### config.mk
export PLATFORM = sky130hd
export DESIGN_NAME = cus42_fetch
export DESIGN_NICKNAME = d
export VERILOG_FILES = /design/src/rtl/cus42_pkg.sv /design/src/rtl/cus42_scroll_layer.sv /design/src/rtl/cus42_fetch.sv
export SDC_FILE = /design/constraint.sdc
export NUM_CORES = 1
export LEC_CHECK = 0
export ABC_AREA = 1
export CORE_ASPECT_RATIO = 1.4
export CORE_MARGIN = 2
export CORE_UTILIZATION = 50
export CTS_CLUSTER_SIZE = 10
export DETAILED_ROUTE_END_ITERATION = 7
export PLACE_DENSITY = 0.69
export SLEW_MARGIN = 10
export SYNTH_ARGS = -nofsm -noshare
export SYNTH_HDL_FRONTEND = slang
export SYNTH_SLANG_ARGS = --single-unit
export TNS_END_PERCENT = 50
### constraint.sdc
create_clock -name CLK_6M -period 5 [get_ports CLK_6M]
set_input_delay 0.5 -clock CLK_6M [delete_from_list [all_inputs] [get_ports CLK_6M]]
set_output_delay 0.5 -clock CLK_6M [all_outputs]
set_load 0.005 [all_outputs]
### src/rtl/cus42_pkg.sv
// Shared timing constants, CPU register map and write-field decode for the
// CUS42 tilemap fetch block.
package cus42_pkg;

  localparam int H_TOTAL       = 384;
  localparam int V_TOTAL       = 264;
  localparam int H_BLANK_START = 288;
  localparam int H_SYNC_START  = 304;
  localparam int H_SYNC_END    = 335;
  localparam int V_BLANK_START = 224;
  localparam int V_SYNC_START  = 240;
  localparam int V_SYNC_END    = 242;

  localparam logic [2:0] CA_SXL_A = 3'd0;
  localparam logic [2:0] CA_SXH_A = 3'd1;
  localparam logic [2:0] CA_SY_A  = 3'd2;
  localparam logic [2:0] CA_SXL_B = 3'd4;
  localparam logic [2:0] CA_SXH_B = 3'd5;
  localparam logic [2:0] CA_SY_B  = 3'd6;

  typedef enum logic [1:0] {
    FLD_SXL  = 2'd0,
    FLD_SXH  = 2'd1,
    FLD_SY   = 2'd2,
    FLD_NONE = 2'd3
  } field_e;

  function automatic field_e ca_field(input logic [2:0] ca);
    case (ca)
      CA_SXL_A, CA_SXL_B: ca_field = FLD_SXL;
      CA_SXH_A, CA_SXH_B: ca_field = FLD_SXH;
      CA_SY_A,  CA_SY_B:  ca_field = FLD_SY;
      default:            ca_field = FLD_NONE;
    endcase
  endfunction

endpackage

### src/rtl/cus42_scroll_layer.sv
// One scroll layer: shadow/active scroll registers and the effective x/y
// coordinate for the position the counters are about to reach.
module cus42_scroll_layer
  import cus42_pkg::*;
(
  input  logic       clk,
  input  logic       srst,
  input  logic       wr_en,
  input  logic [1:0] wr_field,
  input  logic [7:0] wr_data,
  input  logic       xfer,
  input  logic       flip,
  input  logic [8:0] hpos,
  input  logic [7:0] vpos,
  output logic [8:0] x,
  output logic [7:0] y,
  output logic [2:0] fx
);

  logic [8:0] sx_shadow_q, sx_shadow_d, sx_q, sx_d;
  logic [7:0] sy_shadow_q, sy_shadow_d, sy_q, sy_d;
  logic [8:0] x_raw;
  logic [7:0] y_raw;

  always_comb begin
    sx_shadow_d = sx_shadow_q;
    sy_shadow_d = sy_shadow_q;
    if (wr_en) begin
      case (field_e'(wr_field))
        FLD_SXL: sx_shadow_d[7:0] = wr_data;
        FLD_SXH: sx_shadow_d[8]   = wr_data[0];
        FLD_SY:  sy_shadow_d      = wr_data;
        default: ;
      endcase
    end
    // Transfer reads the pre-write shadow, so a same-cycle write waits a line.
    sx_d = xfer ? sx_shadow_q : sx_q;
    sy_d = xfer ? sy_shadow_q : sy_q;
    if (srst) begin
      sx_shadow_d = '0;
      sy_shadow_d = '0;
      sx_d        = '0;
      sy_d        = '0;
    end
  end

  always_ff @(posedge clk) begin
    sx_shadow_q <= sx_shadow_d;
    sy_shadow_q <= sy_shadow_d;
    sx_q        <= sx_d;
    sy_q        <= sy_d;
  end

  // 511-x and 255-y are plain bit inversions at these widths.
  always_comb begin
    x_raw = hpos + 9'd8 + sx_d;
    y_raw = vpos + sy_d;
    x     = flip ? ~x_raw : x_raw;
    y     = flip ? ~y_raw : y_raw;
    fx    = flip ? ~sx_d[2:0] : sx_d[2:0];
  end

endmodule

### src/rtl/cus42_fetch.sv
// CUS42 tilemap fetch: video counters, timing, CPU scroll registers and the
// per-slot tile RAM / graphics ROM address generation for layers A and B.
module cus42_fetch
  import cus42_pkg::*;
(
  input  logic        CLK_6M,
  input  logic        RST,
  input  logic        FLIP,
  input  logic        CS,
  input  logic        nWE,
  input  logic [2:0]  CA,
  input  logic [7:0]  CD,
  output logic [11:0] RA,
  output logic [2:0]  GROW,
  output logic        GHALF,
  output logic        CLK_2H,
  output logic        HA2,
  output logic        HB2,
  output logic [2:0]  FXA,
  output logic [2:0]  FXB,
  output logic        HBLANK,
  output logic        VBLANK,
  output logic        HSYNC,
  output logic        VSYNC
);

  logic [8:0] hcount_q, hcount_d;
  logic [8:0] vcount_q, vcount_d;
  logic       flip_q, flip_d;
  logic       xfer;
  logic       wr;
  field_e     wr_field;

  logic [1:0][8:0] lx;
  logic [1:0][7:0] ly;
  logic [1:0][2:0] lfx;

  logic [11:0] ra_q, ra_d;
  logic [2:0]  grow_q, grow_d;
  logic        ghalf_q, ghalf_d, clk2h_q, clk2h_d, hs2_q, hs2_d;
  logic [2:0]  fxa_q, fxa_d, fxb_q, fxb_d;
  logic        hblank_q, hblank_d, vblank_q, vblank_d;
  logic        hsync_q, hsync_d, vsync_q, vsync_d;
  logic        sel;

  assign xfer     = (hcount_q == 9'(H_TOTAL - 1));
  assign wr       = CS & ~nWE;
  assign wr_field = ca_field(CA);

  always_comb begin
    hcount_d = xfer ? 9'd0 : hcount_q + 9'd1;
    vcount_d = vcount_q;
    flip_d   = flip_q;
    if (xfer) begin
      vcount_d = (vcount_q == 9'(V_TOTAL - 1)) ? 9'd0 : vcount_q + 9'd1;
      if (vcount_q == 9'(V_TOTAL - 1)) flip_d = FLIP;
    end
    if (RST) begin
      hcount_d = '0;
      vcount_d = '0;
      flip_d   = 1'b0;
    end
  end

  for (genvar gi = 0; gi < 2; gi++) begin : g_layer
    cus42_scroll_layer u_layer (
      .clk      (CLK_6M),
      .srst     (RST),
      .wr_en    (wr && (CA[2] == 1'(gi)) && (wr_field != FLD_NONE)),
      .wr_field (wr_field),
      .wr_data  (CD),
      .xfer     (xfer),
      .flip     (flip_d),
      .hpos     (hcount_d),
      .vpos     (vcount_d[7:0]),
      .x        (lx[gi]),
      .y        (ly[gi]),
      .fx       (lfx[gi])
    );
  end

  // Outputs are computed from the next counter values so they line up with
  // hcount/vcount in the cycle they are presented.
  always_comb begin
    sel      = hcount_d[1];
    ra_d     = {sel, ly[sel][7:3], lx[sel][8:3]};
    grow_d   = ly[sel][2:0];
    ghalf_d  = hcount_d[2];
    clk2h_d  = hcount_d[1];
    hs2_d    = (hcount_d[2:0] == 3'd7);
    fxa_d    = lfx[0];
    fxb_d    = lfx[1];
    hblank_d = (hcount_d >= 9'(H_BLANK_START));
    hsync_d  = (hcount_d >= 9'(H_SYNC_START)) && (hcount_d <= 9'(H_SYNC_END));
    vblank_d = (vcount_d >= 9'(V_BLANK_START));
    vsync_d  = (vcount_d >= 9'(V_SYNC_START)) && (vcount_d <= 9'(V_SYNC_END));
    if (RST) begin
      ra_d     = '0;
      grow_d   = '0;
      ghalf_d  = 1'b0;
      clk2h_d  = 1'b0;
      hs2_d    = 1'b0;
      fxa_d    = '0;
      fxb_d    = '0;
      hblank_d = 1'b0;
      hsync_d  = 1'b0;
      vblank_d = 1'b0;
      vsync_d  = 1'b0;
    end
  end

  always_ff @(posedge CLK_6M) begin
    hcount_q <= hcount_d;
    vcount_q <= vcount_d;
    flip_q   <= flip_d;
    ra_q     <= ra_d;
    grow_q   <= grow_d;
    ghalf_q  <= ghalf_d;
    clk2h_q  <= clk2h_d;
    hs2_q    <= hs2_d;
    fxa_q    <= fxa_d;
    fxb_q    <= fxb_d;
    hblank_q <= hblank_d;
    hsync_q  <= hsync_d;
    vblank_q <= vblank_d;
    vsync_q  <= vsync_d;
  end

  assign RA     = ra_q;
  assign GROW   = grow_q;
  assign GHALF  = ghalf_q;
  assign CLK_2H = clk2h_q;
  assign HA2    = hs2_q;
  assign HB2    = hs2_q;
  assign FXA    = fxa_q;
  assign FXB    = fxb_q;
  assign HBLANK = hblank_q;
  assign VBLANK = vblank_q;
  assign HSYNC  = hsync_q;
  assign VSYNC  = vsync_q;

endmodule

==> results.yml <==
setup_path:
  worstPathRequired_ns: 5.31
  critical_path_arrival_ns: 4.30
  endpoint_kind: "register"
  reg2reg_depth: 25
  startpoint_type: "register"
  crit_top_cell: "nand2_1"
  path_class: "reg -> reg"
  crit_fanout: 51
  critPathSlowestCell: "a211oi_1"
  startpoint: "hcount_q[0]"
  rrSetupSlack_ns: 1.00
  rr_endpoint: "RA[10]"
  cp_slowest_stage_delay_ns: 0.60
  r2r_start: "hcount_q[0]"
die:
  die_area_um2: 12500
  start_util: 0.512
  fp-row-count: 46
  core_area_um2: 11300
  die_h_um: 131
  io_pins: 45
  die_w_um: 95.1
synthesis:
  yosysMostFrequentCell: "nand2_1"
  yosys.area.top_type: "dfxtp_1"
  syn_area_per_cell_um2: 7.51
  synth_area_um2: 5810
  syn_nets: 824
  ys_top_cells_by_area: "dfxtp_1 (39%), nand2_1 (7.4%), ha_1 (7.1%), nor2_1 (7.0%), o21ai_0 (6.6%)"
  synth-main-ff-cell: "dfxtp_1"
  async_flop_share: 0
  syn-instance-count: 773
  synth_top_area_frac: 0.393
  synth-edff-count: 0
  ys_seq_area_frac: 0.393
  synth_seq_cells: 114
  yosysWarnings: 0
  synth_commonest_cells: "nand2_1 (115), dfxtp_1 (114), nor2_1 (109)"
  synth_cell_types: 48
detailed_routing:
  wl_met1_um: 5830
  wirelength_um: 14400
  top_layer_used: "met4"
  drc: 0
  first_pass_iters: 5
  postRouteAntennaNets: 0
  routedWlPerCell_um: 14.8
  vias: 5092
  drt-initial-drc-count: 229
  route.met3.wl_um: 419
  viasPerCell: 5.23
  met2WireLength_um: 7580
clock_tree:
  cts_root_buf: "clkbuf_16"
  cts.clk_slew.worst_paths_ns: 0.06
  h-tree-depth: 4
  clk_path_buf_depth: 2
  clkSinkCount: 114
  numCtsBuffers: 17
  cts-resized-gates: 0
  clock_latency_ns: 0.41
  cts_hold_buf: 0
  postCtsSetupBuffers: 0
  cts_tree: "done"
power:
  switching_power_w: 0.000514
  intPower_w: 0.00166
  p_leak_nw: 2.97
  p_sw_frac: 0.236
  p_seq_frac: 0.426
  power.share.clock: 0.524
  power.density_nw_per_um2: 316
  combPwrFrac: 0.050
  ir_drop_v: 0.000210
timing:
  hold_viol_final: 0
  rsz0062_at_grt: "false"
  fin_tns_setup_ns: 0
  drv_slew: 0
  period_minus_slack_ns: 4.00
  setup-violations-final: 0
  tightest_slew_ns: 0.768
  fin_worst_skew_ns: 0.0101
  fmax_mhz: 250
  fin_crit_sh: 0.799
  slew_headroom: 0.488
finish:
  area_growth_pct: 18.7
  layout.nets: 867
  final_cells: 973
  antenna_cells: 0
  drive_above_1_share: 0.0796
global_routing:
  grt_pass1_vias: 5080
  grt-ovfl-total: 0
  antenna_found_initial: 0
  grt_pass1_wl_um: 23800
  grtUsageTotal: 0.246
  grt_max_degree: 52
min_path:
  whs_path_depth: 2
  hp-class: "reg -> reg"
  min-delay-start: "g_layer[0].u_layer.sx_shadow_q[2]"
  min_to: "g_layer[0].u_layer.sx_shadow_q[2]"
run_status:
  status: "completed"
placed_design:
  hpwlAfterDp_um: 10700
  place_congestion: 0.928
  portBuffers: 44
  dp_cells: 941
job:
  maxCapViolations: 0
critical path: cells and delay by family (launching register included):
kind            cells  cell delay [ns]
buf+inv             3             0.38
flops               1             0.33
fa+ha+maj           2             0.66
simple gates       15             1.35
compound gates      5             1.13
cell families (layout without fill, tap and decap cells):
| logic type | after synthesis | in the layout | synth area share |
|---|---|---|---|
| adders and majority gates | 35 | 35 | 0.0780 |
| DFF | 114 | 114 | 0.393 |
| xor gates and xnor gates | 29 | 29 | 0.0476 |
| and+or+nand+nor | 314 | 314 | 0.243 |
| muxes | 1 | 1 | 0.00172 |
| AOI/OAI and AO/OA | 169 | 169 | 0.156 |
| buffers and inverters | 111 | 167 | 0.0802 |
power by group through the flow:
| stage | registers [W] | logic [W] | clock network [W] |
|---|---|---|---|
| floorplan | 0.000946 | 0.0000590 | 0 |
| global placement | 0.000947 | 0.000105 | 0 |
| detailed placement | 0.000947 | 0.000106 | 0 |
| CTS | 0.000928 | 0.000107 | 0.00116 |
| global route | 0.000928 | 0.000119 | 0.00120 |
| finish | 0.000928 | 0.000108 | 0.00114 |
cell usage in the layout, fill, tap and decap left out, types with 7 or more instances in the layout:
| cell | n |
|---|---|
| clkdlybuf4s50_1 | 44 |
| nand3_1 | 49 |
| clkbuf_16 | 17 |
| a21oi_1 | 70 |
| nand4_1 | 11 |
| xnor2_1 | 11 |
| xor2_1 | 15 |
| nand2_1 | 115 |
| dfxtp_1 | 114 |
| inv_1 | 84 |
| ha_1 | 33 |
| or2_2 | 7 |
| nor2_1 | 109 |
| o21ai_0 | 76 |
worst max-delay path by stage:
stage	endpoint	slack (ns)
floorplan	RA[9]	1.71
global placement	RA[10]	1.20
detailed placement	RA[10]	1.07
CTS	RA[10]	1.05
global route	RA[10]	0.69
finish	RA[10]	1.00
state kept, by name, indices dropped and copies added, names as in the netlist, 3 cells and up:
name,cells
g_layer.u_layer.sy_q,16
g_layer.u_layer.sy_shadow_q,16
vcount_q,9
FXB,3
RA,12
hcount_q,9
g_layer.u_layer.sx_q,18
g_layer.u_layer.sx_shadow_q,18
GROW,3
FXA,3
area by class of cell:
class / instances / area, um^2
fill: 985 / 4450
multi-input combinational: 548 / 3060
sequential: 114 / 2280
timing repair buffer: 49 / 478
clock buffer: 18 / 439
inverter: 86 / 328
tap: 144 / 180
clock inverter: 14 / 128
stage by stage:
step	total power, W	setup WS (ns)	util	instance area, um^2	hold slack (ns)
finish	0.00218	1.00	0.608	6890	0.454
global route	0.00225	0.687	0.608	6890	0.475
CTS	0.00219	1.05	0.608	6890	0.458
detailed placement	0.00105	1.07	0.558	6330	0.450
global placement	0.00105	1.20	0.558	6330	0.440
floorplan	0.00100	1.71	-	5810	0.424
routing by layer:
metal / vias to the layer above / GRT usage
met5: - / 0
met3: 37 / 0.0568
met1: 2326 / 0.264
met4: 0 / 0.118
li1: 2636 / -
met2: 93 / 0.439
Power figures use the tool's default switching activity.
==> RTL edit 1: new RTL, config.mk and constraints unchanged <==
Register the inputs `FLIP`, `CS`, `nWE`, `CA` and `CD` before use, without a reset. The logic sees them one clock later.
--- a/src/rtl/cus42_fetch.sv
+++ b/src/rtl/cus42_fetch.sv
@@ -24,6 +24,20 @@
   output logic        VSYNC
 );
 
+  logic FLIP_q;
+  logic CS_q;
+  logic nWE_q;
+  logic [2:0] CA_q;
+  logic [7:0] CD_q;
+
+  always_ff @(posedge CLK_6M) begin
+    FLIP_q <= FLIP;
+    CS_q   <= CS;
+    nWE_q  <= nWE;
+    CA_q   <= CA;
+    CD_q   <= CD;
+  end
+
   logic [8:0] hcount_q, hcount_d;
   logic [8:0] vcount_q, vcount_d;
   logic       flip_q, flip_d;
@@ -44,8 +58,8 @@
   logic        sel;
 
   assign xfer     = (hcount_q == 9'(H_TOTAL - 1));
-  assign wr       = CS & ~nWE;
-  assign wr_field = ca_field(CA);
+  assign wr       = CS_q & ~nWE_q;
+  assign wr_field = ca_field(CA_q);
 
   always_comb begin
     hcount_d = xfer ? 9'd0 : hcount_q + 9'd1;
@@ -53,7 +67,7 @@
     flip_d   = flip_q;
     if (xfer) begin
       vcount_d = (vcount_q == 9'(V_TOTAL - 1)) ? 9'd0 : vcount_q + 9'd1;
-      if (vcount_q == 9'(V_TOTAL - 1)) flip_d = FLIP;
+      if (vcount_q == 9'(V_TOTAL - 1)) flip_d = FLIP_q;
     end
     if (RST) begin
       hcount_d = '0;
@@ -66,9 +80,9 @@
     cus42_scroll_layer u_layer (
       .clk      (CLK_6M),
       .srst     (RST),
-      .wr_en    (wr && (CA[2] == 1'(gi)) && (wr_field != FLD_NONE)),
+      .wr_en    (wr && (CA_q[2] == 1'(gi)) && (wr_field != FLD_NONE)),
       .wr_field (wr_field),
-      .wr_data  (CD),
+      .wr_data  (CD_q),
       .xfer     (xfer),
       .flip     (flip_d),
       .hpos     (hcount_d),
Function: no difference found for any inputs over 10 cycles, from zero or initial values and one cycle with RST high; that may be too few to reach the edited logic, so the function may still have changed.
==> RTL edit 1 against the original RTL <==
Design area is 4.2% higher. Synthesized area rose by 4.8%. Routed wire length up 3.6%. Sequential cell count grew 14. Highest routed layer unchanged. Clock skew decreased by 0.0021 ns. Power grew 8.1%. Worst hold slack worse by 0.0072 ns. Die area rose by 4.6%. Global-route usage decreased by 1.1 points. Via count is 3.6% higher. Sequential power is 13% higher. Synthesized cell count rose by 2.1%. Worst setup slack improved by 0.10 ns.
==> RTL edit 1: results (changes against the original RTL) <==
Routability congestion estimate from global placement = 0.872 (-6.0%)
Post-route clock skew = 0.00798 ns (-0.00213 ns)
CP Data Arrival Time = 4.23 ns (-0.07 ns)
Status = finished clean
Global-route wire length before repair = 24600 um (+3.4%)
MaxCap Viol Count = 0 (unchanged)
1st-pass router iterations = 7 (+2)
Area after DPL = 6610 um2 (+4.5%)
Met3 WL = 533 um (+27%)
Switching part of the total = 21.8% (-1.9 points)
Iteration-0 DRC Markers = 288 (+26%)
Routed wl met2 = 7790 um (+2.8%)
Vias = 5276 (+3.6%)
Total track usage = 23.5% (-1.1 points)
Async SR Flop Fraction = 0% (unchanged)
Hold Path Class = flop to flop
Maximum VDD drop = 274 uV (+30%)
Syn Nets = 840 (+1.9%)
Detailed placer's ending HPWL = 11000 um (+3.3%)
Leak pwr = 3.13 nW (+5.4%)
Setup slack, reg-to-reg = 1.11 ns (+0.10 ns)
Largest net degree at the start of global routing = 52 (unchanged)
Synth cell count leaders = dfxtp_1 (128), nand2_1 (115), nor2_1 (109), inv_1 (90), o21ai_0 (78)
Post-Route WL = 14900 um (+3.6%)
Synth area leaders = dfxtp_1 (42%), nand2_1 (7.1%), ha_1 (6.8%)
Layout cell share with drive strength beyond 1 = 6.18% (-1.8 points)
Met1 Use GR = 25.5% (-0.97 points)
Sequential share of the synthesized area = 42.1% (+2.8 points)
Slew @ Worst Pin = 0.695 ns (-0.0723 ns)
Vias in the first global route = 5214 (+2.6%)
Met2 Usage GRT = 43.4% (-0.45 points)
DRT met1 WL = 6030 um (+3.4%)
Min-delay src = g_layer[0].u_layer.sy_shadow_q[1]
Comb group = 0.0987 mW (-9%)
Clock Pin Slew Worst Setup and Hold Paths = 0.05 ns
Fraction of power consumed by sequential logic = 44.6% (+2.0 points)
Grt met3 use = 4.71% (-0.97 points)
Fin nets = 883 (+1.8%)
Top_reg_cell synth = dfxtp_1
Unique masters post-synth = 44 (-8.3%)
## RTL edit 1: per-stage QoR
| stage | std cells | hold slack, ns | total power, mW | worst slack, ns |
|---|---|---|---|---|
| floorplan | 789 | 0.420 | 1.12 | 1.74 |
| global placement | 960 | 0.438 | 1.17 | 1.04 |
| detailed placement | 960 | 0.439 | 1.17 | 0.910 |
| CTS | 989 | 0.448 | 2.37 | 1.18 |
| global route | 989 | 0.466 | 2.43 | 0.833 |
| finish | 989 | 0.447 | 2.35 | 1.11 |
## RTL edit 1: critical path: stages, from the launching register on
cell       delay, ns
dfxtp_1         0.35
ha_1            0.26
nand2_2         0.17
nor2_8          0.08
nand2_8         0.18
clkinv_4        0.31
nand2_2         0.23
nand2_1         0.15
nor3b_1         0.61
ha_1            0.41
o21ai_0         0.12
nand2_1         0.11
a21o_1          0.17
a21oi_1         0.15
xor2_1          0.20
xor2_1          0.16
o2bb2ai_1       0.12
## RTL edit 1: final timing paths
kind                                       endpoint  cells past startpoint
setup / recovery                              RA[9]                     16
hold / removal    g_layer[0].u_layer.sy_shadow_q[1]                      2
setup reg to reg                              RA[9]                     16
hold reg to reg   g_layer[0].u_layer.sy_shadow_q[1]                      2
## RTL edit 1: logic make-up after synthesis
group                    synth area share (%)
flip-flops                               42.1
adder cells (fa/ha/maj)                  7.44
buffers and inverters                    7.98
AND/OR/NAND/NOR                          22.2
multiplexers                            0.165
AO/OA/AOI/OAI                            15.2
XOR/XNOR                                 4.87
## RTL edit 1: cell type report
| cell class | instances | area, um2 |
|---|---|---|
| clock buffers | 20 | 467 |
| clock inverters | 9 | 110 |
| fillers | 1066 | 4690 |
| inverters | 93 | 354 |
| multi-input cells | 544 | 3040 |
| flip-flops and latches | 128 | 2560 |
| well taps | 147 | 184 |
| repair buffers | 48 | 470 |
==> RTL edit 2: new RTL, same settings <==
Without the edit above. Compare `vcount_q` against `9'(V_TOTAL - 1)` with >= in place of ==.
--- a/src/rtl/cus42_fetch.sv
+++ b/src/rtl/cus42_fetch.sv
@@ -52,7 +52,7 @@
     vcount_d = vcount_q;
     flip_d   = flip_q;
     if (xfer) begin
-      vcount_d = (vcount_q == 9'(V_TOTAL - 1)) ? 9'd0 : vcount_q + 9'd1;
+      vcount_d = (vcount_q >= 9'(V_TOTAL - 1)) ? 9'd0 : vcount_q + 9'd1;
       if (vcount_q == 9'(V_TOTAL - 1)) flip_d = FLIP;
     end
     if (RST) begin
Formal check against the unedited RTL: same outputs for any inputs over 10 cycles, from zero or initial values and one cycle with RST high; that may be too few to reach the edited logic, so the function may still have changed.
==> RTL edit 2 against the original RTL <==
Count of clock-buffer cells in the layout did not move. Critical path depth down 8. First-iteration DRC count is 1.7% lower. Worst setup slack lost 0.048 ns. Routed wire length fell by 1.0%. Design area increased by 0.33%. Synthesized area decreased by 1.1%. Global-route usage increased by 0.31 points. Power grew 5.0%. Fmax fell by 1.2%. Sequential cell count unchanged. Non-clock buffer count increased by 1. Cell count grew 0.51%. Critical endpoint is now RA[2].
==> RTL edit 2: results (changes against the original RTL) <==
Post-Route WL = 14200 um (-1.0%)
Maximum VDD drop = 295 uV (+40%)
Sequential share of the synthesized area = 39.7% (+0.43 points)
Grt met3 use = 6.59% (+0.92 points)
Setup slack, reg-to-reg = 0.96 ns (-0.05 ns)
Hold WS = 0.452 ns (-0.00136 ns)
Status = finished clean
Synth area leaders = dfxtp_1 (40%), nand2_1 (7.8%), nor2_1 (7.7%)
Fillers = 1045 (+6.1%)
Post-route clock skew = 0.00677 ns (-0.00334 ns)
Pre-CTS WS = 0.816 ns (-0.255 ns)
Cell count after placement = 946 (+0.53%)
Vias per std cell = 5.24 (about the same)
Synth cell count leaders = nand2_1 (119), nor2_1 (118), dfxtp_1 (114), o21ai_0 (86), inv_1 (84)
Area after DPL = 6300 um2 (-0.44%)
Leak pwr = 3.02 nW (+1.7%)
Met1 Use GR = 26.0% (-0.43 points)
Unique masters post-synth = 46 (-4.2%)
Syn Nets = 827 (+0.36%)
Iteration-0 DRC Markers = 225 (-1.7%)
Slew Limit Headroom = 45.1% (-3.7 points)
Fin nets = 872 (+0.58%)
Vias in the first global route = 5025 (-1.1%)
Cells after Synth = 776 (+0.39%)
Met2 Usage GRT = 44.0% (+0.13 points)
Slowest cell on crit path = inv_1
Fin crit period = 4.04 ns (+0.0477 ns)
Routability congestion estimate from global placement = 0.914 (-1.4%)
WL per Instance = 14.5 um (-1.5%)
Global-route wire length before repair = 23400 um (-1.6%)
## RTL edit 2: changes by cell type in the layout (fill, tap and decap cells not counted), moves of 3 or more
cell / delta
a31oi_1: +3
nor2_1: +9
nand4_1: -3
nand3_1: -6
nand2_1: +4
nor3_1: +3
a21oi_1: -3
o21ai_0: +10
xor2_1: -5
or2_2: -6
## RTL edit 2: final timing paths
check	startpoint	to
worst max-delay path	hcount_q[0]	RA[2]
worst min-delay path	g_layer[0].u_layer.sx_shadow_q[5]	g_layer[0].u_layer.sx_shadow_q[5]
worst max register to register	hcount_q[0]	RA[2]
worst min register to register	g_layer[0].u_layer.sx_shadow_q[5]	g_layer[0].u_layer.sx_shadow_q[5]
## RTL edit 2: cell type report
| type | count | area, um2 | area share, % |
|---|---|---|---|
| flip-flops and latches | 114 | 2280 | 33.0 |
| multi-input cells | 553 | 3020 | 43.7 |
| well taps | 144 | 180 | 2.61 |
| clock buffers | 18 | 439 | 6.35 |
| inverters | 85 | 319 | 4.61 |
| repair buffers | 50 | 498 | 7.20 |
| clock inverters | 14 | 178 | 2.57 |
## RTL edit 2: cell families after synthesis
family                   synth area share, %
AND/OR/NAND/NOR                         24.3
AO/OA/AOI/OAI                           15.9
flip-flops                              39.7
buffers and inverters                   7.69
adder cells (fa/ha/maj)                 7.89
XOR/XNOR                                4.20
multiplexers                           0.349
## RTL edit 2: where the power goes
part           leakage, nW  internal [mW]  switching (mW)
Combinational         1.81         0.0432          0.0633
Clock                0.290          0.801           0.452
Sequential           0.921          0.921         0.00615
Total                 3.02           1.76           0.521
## RTL edit 2: per-layer routing
layer / wire [um] / share of wire, %
met1: 5560 / 39
met2: 7390 / 52
met3: 514 / 3.6
met4: 769 / 5.4
met5: 0 / 0
